## src/rtl/cpu_pkg.sv

```systemverilog
// Shared CPU definitions: datapath width, canonical NOP, opcodes and the fetch buffer entry.
package cpu_pkg;
   localparam int          XLEN      = 32;
   localparam logic [31:0] NOP_INSTR = 32'h0000_0013;

   localparam logic [6:0] OP_RTYPE  = 7'b0110011;
   localparam logic [6:0] OP_LOAD   = 7'b0000011;
   localparam logic [6:0] OP_IMM    = 7'b0010011;
   localparam logic [6:0] OP_STORE  = 7'b0100011;
   localparam logic [6:0] OP_BRANCH = 7'b1100011;
   localparam logic [6:0] OP_JAL    = 7'b1101111;
   localparam logic [6:0] OP_JALR   = 7'b1100111;

   typedef struct packed {
      logic [XLEN-1:0] instr;
      logic [XLEN-1:0] pc;
   } fetch_entry_t;
endpackage

```

## src/rtl/fetch_fifo.sv

```systemverilog
// Small synchronous FIFO of fetched {instr, pc} entries; flush wins over push/pop.
module fetch_fifo
   import cpu_pkg::*;
#(
   parameter  int DEPTH = 2,
   localparam int CW    = $clog2(DEPTH + 1)
) (
   input  logic          clk,
   input  logic          rst_n,
   input  logic          flush,
   input  logic          push,
   input  fetch_entry_t  din,
   input  logic          pop,
   output fetch_entry_t  head,
   output logic [CW-1:0] count,
   output logic          empty
);
   localparam int AW = (DEPTH > 1) ? $clog2(DEPTH) : 1;

   fetch_entry_t    mem [DEPTH];
   logic [AW-1:0]   wr_ptr, rd_ptr;
   logic            full;

   function automatic logic [AW-1:0] nxt(input logic [AW-1:0] p);
      return (p == AW'(DEPTH - 1)) ? '0 : p + AW'(1);
   endfunction

   assign head  = mem[rd_ptr];
   assign empty = (count == '0);
   assign full  = (count == CW'(DEPTH));

   always_ff @(posedge clk or negedge rst_n) begin
      if (!rst_n) begin
         wr_ptr <= '0;
         rd_ptr <= '0;
         count  <= '0;
         for (int i = 0; i < DEPTH; i++) mem[i] <= '0;
      end else if (flush) begin
         wr_ptr <= '0;
         rd_ptr <= '0;
         count  <= '0;
      end else begin
         if (push) begin
            mem[wr_ptr] <= din;
            wr_ptr      <= nxt(wr_ptr);
         end
         if (pop) rd_ptr <= nxt(rd_ptr);
         case ({push, pop})
            2'b10:   count <= count + CW'(1);
            2'b01:   count <= count - CW'(1);
            default: count <= count;
         endcase
      end
   end

   // The issue credit must make this unreachable
   a_no_overflow: assert property (@(posedge clk) disable iff (!rst_n)
      !(push && full && !pop && !flush));
endmodule

```

## src/rtl/fetch_stage.sv

```systemverilog
// Instruction fetch front end: owns PCF, issues credit-limited word reads,
// drops wrong-path responses after a redirect and feeds decode from a small buffer.
module fetch_stage
   import cpu_pkg::*;
#(
   parameter int              XLEN     = cpu_pkg::XLEN,
   parameter int              DEPTH    = 2,
   parameter logic [XLEN-1:0] RESET_PC = '0
) (
   input  logic            clk,
   input  logic            rst_n,
   input  logic            PCSrc,
   input  logic [XLEN-1:0] PCTarget,
   input  logic            StallD,
   output logic            ImemReqValid,
   input  logic            ImemReqReady,
   output logic [XLEN-1:0] ImemAddr,
   input  logic            ImemRspValid,
   input  logic [XLEN-1:0] ImemRspData,
   output logic            ValidD,
   output logic [XLEN-1:0] InstrD,
   output logic [XLEN-1:0] PCD,
   output logic [XLEN-1:0] PCPlus4D
);
   localparam int CW = $clog2(DEPTH + 1);
   localparam int DW = 8;

   logic [XLEN-1:0] pcf, rsp_pc, tgt_pc;
   logic [CW-1:0]   live_cnt, occ;
   logic [DW-1:0]   drop_cnt;
   logic            issue, keep_rsp, rsp_drop, pop, empty;
   fetch_entry_t    din, head;

   // live_cnt counts only right-path requests; wrong-path ones migrate to drop_cnt
   assign ImemReqValid = rst_n && !PCSrc &&
                         (({1'b0, live_cnt} + {1'b0, occ}) < (CW + 1)'(DEPTH));
   assign ImemAddr     = pcf;
   assign issue        = ImemReqValid && ImemReqReady;
   assign keep_rsp     = ImemRspValid && (drop_cnt == '0) && !PCSrc;
   assign rsp_drop     = ImemRspValid && ((drop_cnt != '0) || (live_cnt != '0));
   assign tgt_pc       = PCTarget & ~XLEN'(3);

   // Kept responses are consecutive words from the last redirect target,
   // so a single running PC stands in for a per-request PC queue.
   assign din.instr = ImemRspData;
   assign din.pc    = rsp_pc;

   always_ff @(posedge clk or negedge rst_n) begin
      if (!rst_n) begin
         pcf      <= RESET_PC;
         rsp_pc   <= RESET_PC;
         live_cnt <= '0;
         drop_cnt <= '0;
      end else if (PCSrc) begin
         pcf      <= tgt_pc;
         rsp_pc   <= tgt_pc;
         live_cnt <= '0;
         drop_cnt <= drop_cnt + DW'(live_cnt) - DW'(rsp_drop);
      end else begin
         if (issue)    pcf    <= pcf + XLEN'(4);
         if (keep_rsp) rsp_pc <= rsp_pc + XLEN'(4);
         live_cnt <= live_cnt + CW'(issue) - CW'(keep_rsp);
         if (ImemRspValid && (drop_cnt != '0)) drop_cnt <= drop_cnt - DW'(1);
      end
   end

   assign ValidD = !empty;
   assign pop    = ValidD && !StallD && !PCSrc;

   fetch_fifo #(.DEPTH(DEPTH)) u_buf (
      .clk   (clk),
      .rst_n (rst_n),
      .flush (PCSrc),
      .push  (keep_rsp),
      .din   (din),
      .pop   (pop),
      .head  (head),
      .count (occ),
      .empty (empty)
   );

   assign InstrD   = ValidD ? head.instr : NOP_INSTR;
   assign PCD      = ValidD ? head.pc : RESET_PC;
   assign PCPlus4D = PCD + XLEN'(4);
endmodule
```

## config.mk

```make
export PLATFORM = sky130hd
export DESIGN_NAME = fetch_stage
export DESIGN_NICKNAME = d
export VERILOG_FILES = /design/src/rtl/cpu_pkg.sv /design/src/rtl/fetch_fifo.sv /design/src/rtl/fetch_stage.sv
export SDC_FILE = /design/constraint.sdc
export NUM_CORES = 1
export LEC_CHECK = 0
export CAP_MARGIN = 20
export CORE_ASPECT_RATIO = 1.25
export CORE_MARGIN = 4
export CORE_UTILIZATION = 55
export DETAILED_ROUTE_END_ITERATION = 8
export GPL_ROUTABILITY_DRIVEN = 0
export HOLD_SLACK_MARGIN = 0.1
export PLACE_DENSITY = 0.83
export SYNTH_ARGS = -nofsm -noshare
export SYNTH_HDL_FRONTEND = slang
export SYNTH_SLANG_ARGS = --single-unit
```

## constraint.sdc

```tcl
create_clock -name clk -period 8.1 [get_ports clk]
set_input_delay 2.025 -clock clk [delete_from_list [all_inputs] [get_ports clk]]
set_output_delay 2.025 -clock clk [all_outputs]
set_load 0.02 [all_outputs]
```

* Yosys cells after proc, flatten, opt, wreduce, memory -nomap -nowiden
Cells that the tools add are included.
** Operators by class
- Add/sub/neg operators :: 13
- Magnitude comparators :: 4
- Equal/unequal tests :: 2
- Mux-type cells :: 23
- Bitwise gates (word level) :: 3
- Reductions and logical operators :: 24
** Operators by type and width (number)
- $mux 64 :: 4
- $mux 32 :: 6
- $bwmux 128 :: 1
- $add 32x3->32 const B :: 3
- $demux 64 s1 :: 1
- $mux 8 :: 2
- $logic_and 1x1->1 :: 10
- $reduce_bool 2->1 :: 5
- $add 8x2->8 :: 1
- $logic_not 8->1 :: 1
- $reduce_bool 8->1 :: 1
- $sub 8x1->8 :: 1
- $sub 8x1->8 const B :: 1
- $mux 1 :: 6
- $ge 2x2->1 const B :: 2
- $mux 2 :: 2
- $not 1->2 :: 2
- $pmux 2 s2 :: 1
- $add 2x2->3 :: 1
- $logic_not 1->1 :: 3
- $lt 3x2->1 const B :: 1
- $reduce_bool 3->1 :: 1
- $add 1x1->1 const B :: 2
- $add 2x1->2 :: 1
- 10 further kinds :: 10
** Storage, ports and cells
- Register bits after elaboration :: 206
- Input port bits :: 70
- Output and inout bits :: 130
- Word-level logic and storage cells :: 80

* Depth between registers and ports, before layout
- Depth after elaboration :: 7
- Gate-level depth with buffers :: 15
- Gate-level depth less buffers :: 15

* Cells and area by module
Synthesis repeated with hierarchy kept, for this count alone.
** Unflattened totals
- Cell total of the unflattened synthesis :: 978
- Area, all modules :: 11577.4 µm²
** By module, submodules not included
- fetch_fifo :: times used 1, cells each 360, area an instance 6037.0 µm², seq. area each 3303.2 µm²
- fetch_stage :: times used 1, cells each 618, area an instance 5540.3 µm², seq. area each 1751.7 µm²

* Least setup slack after synthesis
No wires, ideal clock.
- Kind :: reg2out
- Start :: reg u_buf.rd_ptr
- End :: out PCPlus4D[26]
- Arrival time :: 3.294 ns
- Data required time :: 6.075 ns
- Slack :: 2.781 ns
- Cell stages (with the launch flop) :: 15
- Buffers on the path :: 5
- Cell sequence :: dfrtp_1 > buf_6 > buf_12 > buf_6 > buf_2 > mux2i_1 > nor2_1 > ha_1 > nand4b_1 > a221oi_2 > nand2_1 > or4_1 > buf_2 > nor2_1 > xor2_1
** On the way
- Word-level cells in the longest chain between the ends :: 6
** Ends and longest elaborated chain
- start: declaration :: line fetch_fifo.sv:21 : logic [AW-1:0] wr_ptr, rd_ptr;
- start signal: assignment :: line fetch_fifo.sv:47 : if (pop) rd_ptr <= nxt(rd_ptr);
- $not 1->2 (implied by the code) :: line fetch_fifo.sv:28 : assign head = mem[rd_ptr];
- $mux 64 (implied by the code) (3 in a row) :: line fetch_fifo.sv:28
- $mux 32 :: line fetch_stage.sv:83 : assign PCD = ValidD ? head.pc : RESET_PC;
- net PCD[3] :: line fetch_stage.sv:22 : output logic [XLEN-1:0] PCD,
- $add 32x3->32 :: line fetch_stage.sv:84 : assign PCPlus4D = PCD + XLEN'(4);
- end: declaration :: line fetch_stage.sv:23 : output logic [XLEN-1:0] PCPlus4D
The timed path passes the listed nets, and every way through them passes these cells. The select of a mux whose other input is x is not followed.

* Worst setup path in the final report
- Start :: reg u_buf.rd_ptr
- End :: out PCPlus4D[26]
** On the way
- Word-level cells in the longest chain between the ends :: 6
** Ends and longest elaborated chain (line)
- $not 1->2 (implied by the code) :: fetch_fifo.sv:28
- $mux 64 (implied by the code) (3 in a row) :: fetch_fifo.sv:28
- $mux 32 :: fetch_stage.sv:83
- $add 32x3->32 :: fetch_stage.sv:84
Every way passes these cells. The select of a mux whose other input is x is not followed.

==> results.py <==
metrics = {
    "run_status": {
        "status": "finished, final reports clean",
    },
    "timing": {
        "fmax_mhz": 154,
        "timing.slew.headroom": 0.322,
        "rsz0062_at_grt": "false",
        "clock_skew_ps": 7.12,
        "worstMarginPinSlew_ps": 1010,
        "hold_ws_ps": 490,
        "slew_violations": 0,
        "tns_ps": 0,
        "setup_viol": 0,
        "min_period_ps": 6490,
        "fin_crit_sh": 0.801,
        "hold_viol": 0,
    },
    "worst_setup_path": {
        "critPathMaxFanout": 52,
        "startpoint_type": "flop",
        "worstSetupPathType": "reg2out",
        "r2r-start": "u_buf.count[0]",
        "r2r-end": "ImemAddr[30]",
        "critPathCaptureType": "output port",
        "required_ps": 6080,
        "worstSetupEndpoint": "PCPlus4D[26]",
        "regToRegSetupSlack_ps": 4930,
        "cp.arrival_ps": 4460,
        "reg2reg_depth": 9,
        "critPathLaunch": "u_buf.rd_ptr",
    },
    "floorplan": {
        "initial_core_util": 0.557,
        "rows": 57,
        "core_um2": 19400,
        "die_area_um2": 22000,
        "boundaryPins": 200,
        "die_x_um": 133,
        "die-height_um": 165,
    },
    "clocking": {
        "cts_sinks": 198,
        "htree_levels": 4,
        "hold_buffers": 0,
        "ctsResizeCount": 0,
        "cts_tree": "done",
        "insertion_delay_ps": 430,
        "post_cts_buffers": 0,
        "clk_path_buf_depth": 2,
        "numCtsBuffers": 17,
        "clkTransAtPathRegs_ps": 70,
        "cts_root_buf": "clkbuf_16",
    },
    "pwr": {
        "powerDensity_nw_per_um2": 195,
        "leakage_nw": 5.78,
        "peakVddDrop_mv": 0.144,
    },
    "route": {
        "route.detailed.drc": 0,
        "drt_wl_total_mm": 25.4,
        "vias": 8125,
        "via_per_inst": 5.57,
        "drtAntennaViolNets": 0,
        "drtPass1Iterations": 5,
        "drt_iter0_markers": 433,
        "routedWlPerCell_um": 17.4,
    },
    "synthesis": {
        "ys_warn_count": 0,
        "yosys_most_used_dff": "dfrtp_1",
        "yosysSeqAreaShare": 0.459,
        "synth_area_per_cell_um2": 10.7,
        "yosysUniqueCellTypes": 57,
        "syn_inst": 1010,
        "synth_edf_count": 0,
        "syn_area_um2": 10800,
        "ys_ff_latch": 198,
        "async_flop_share": 1.00,
    },
    "global_routing": {
        "grt_pass1_vias": 8356,
        "grt_usage": 0.235,
        "antenna_found_initial": 0,
        "grt_max_degree": 72,
        "overflow": 0,
        "grt_pass1_wl_mm": 41.8,
    },
    "cells_and_area": {
        "drive_gt1_frac": 0.159,
        "syn_to_final_growth_pct": 24.7,
        "nets": 1275,
        "num_antenna_cells": 0,
    },
    "run": {
        "drv_cap": 0,
    },
    "hold_path": {
        "hold_class": "reg2reg",
    },
    "place": {
        "hpwl_mm": 18.0,
        "portBuffers": 191,
    },
}
-- Yosys cell counts, drive strengths merged (8+ instances only) --
cell type	instances	area, µm²
a211oi	8	70.1
a21oi	20	100
and3	13	81.3
buf	41	235
clkbuf	12	45.0
dfrtp	198	4950
ha	22	275
inv	37	139
mux2	137	1540
mux2i	66	661
nand2	82	308
nand3	30	155
nand3b	8	85.1
nand4	26	175
nor2	97	372
nor3	23	120
nor4	13	113
o21ai	38	190
xnor2	46	403
xor2	37	324
-- layout by cell type, fill, tap and decap left out, types with 3 or more instances in the layout --
master           Yosys  routed
o311ai_1             5       5
and4_1               4       4
nor4_1               8       8
nand3_1             29      29
dfrtp_1            198     197
nor4_2               5       5
nor3_1              22      21
a31oi_1              3       3
nor2_1              94      94
nand4_1             24      24
ha_1                22      22
clkdlybuf4s50_1      0     189
a211oi_1             6       6
conb_1               1       6
a21o_1               4       4
nand2_1             82      81
o211ai_1             7       7
o21ai_0             31      31
inv_6                0       5
mux2_2             124     124
mux2i_1             66      66
and3_1              13      13
buf_4                6       9
o21ai_1              7       7
nand3b_1             6       6
a21oi_1             20      20
xnor2_1             46      46
mux2_1              13      13
nand2b_1             3       3
inv_1               36      36
nor2b_1              4       4
clkbuf_16            0      17
and2_1               6       6
xor2_1              37      37
-- per-stage QoR --
step                      std cells  area, µm²  power (mW)  utilization  setup WS (ps)
after floorplan                1015      10800        1.59            -           2780
after global placement         1427      12900        1.75        0.663           2090
after detailed placement       1427      12900        1.77        0.663           2040
after CTS                      1459      13500        2.64        0.694           1560
after global routing           1459      13500        2.77        0.694           1330
final                          1459      13500        2.62        0.694           1610
-- layer usage --
| layer | wire length (µm) | part of all wire | vias up | track usage |
|---|---|---|---|---|
| li1 | - | - | 3866 | - |
| met4 | 558 | 0.022 | 0 | 0.0790 |
| met3 | 1230 | 0.048 | 34 | 0.0311 |
| met1 | 11100 | 0.44 | 3985 | 0.312 |
| met2 | 12500 | 0.49 | 240 | 0.402 |
| met5 | 0 | 0 | - | 0 |
-- worst min path at each step --
stage / from / end / slack (ps) / depth (start not counted)
final: u_buf.mem[95] / u_buf.mem[95] / 490 / 1
after global routing: u_buf.mem[124] / u_buf.mem[124] / 510 / 1
after CTS: u_buf.mem[95] / u_buf.mem[95] / 490 / 1
after detailed placement: u_buf.mem[95] / u_buf.mem[95] / 480 / 1
after global placement: u_buf.mem[20] / u_buf.mem[20] / 460 / 2
after floorplan: u_buf.mem[11] / u_buf.mem[11] / 450 / 2
-- cells by family (layout without fill, tap and decap cells) --
logic type	after synthesis	in the layout	share of synthesized area
other	1	6	0.000347
buffers and inverters	90	269	0.0388
AND/OR/NAND/NOR	317	317	0.147
AO/OA/AOI/OAI	94	94	0.0547
multiplexers	203	203	0.204
XOR/XNOR	83	83	0.0673
adder cells (fa/ha/maj)	24	24	0.0292
flip-flops	198	198	0.459
-- state kept, by name, indices dropped and copies added, names as in the netlist --
register	flops
ImemAddr	30
drop_cnt	8
live_cnt	2
rsp_pc	30
u_buf.count	2
u_buf.mem	124
u_buf.rd_ptr	1
u_buf.wr_ptr	1
-- worst max-delay path: stages (launching register included) --
cell and delay, ps:
dfrtp_4 950, mux2i_1 230, nor2_1 280, ha_1 300, nand4_1 130, a221oi_2 390, nand2_1 140, or4_1 600
nor2_1 180, xor2_1 170, clkdlybuf4s50_1 640
-- cell type report --
type	instances	area (µm²)
well taps	265	332
clock inverters	14	161
multi-input cells	727	5460
clock buffers	18	439
inverters	37	139
flip-flops and latches	198	4960
repair buffers	200	1980
fillers	1472	5930
-- report_power, final --
part	total, mW	internal (mW)	switching (mW)
Combinational	0.572	0.281	0.292
Clock	0.866	0.473	0.393
Sequential	1.18	1.09	0.0907
Note: power is estimated with default switching activity, not from simulation.
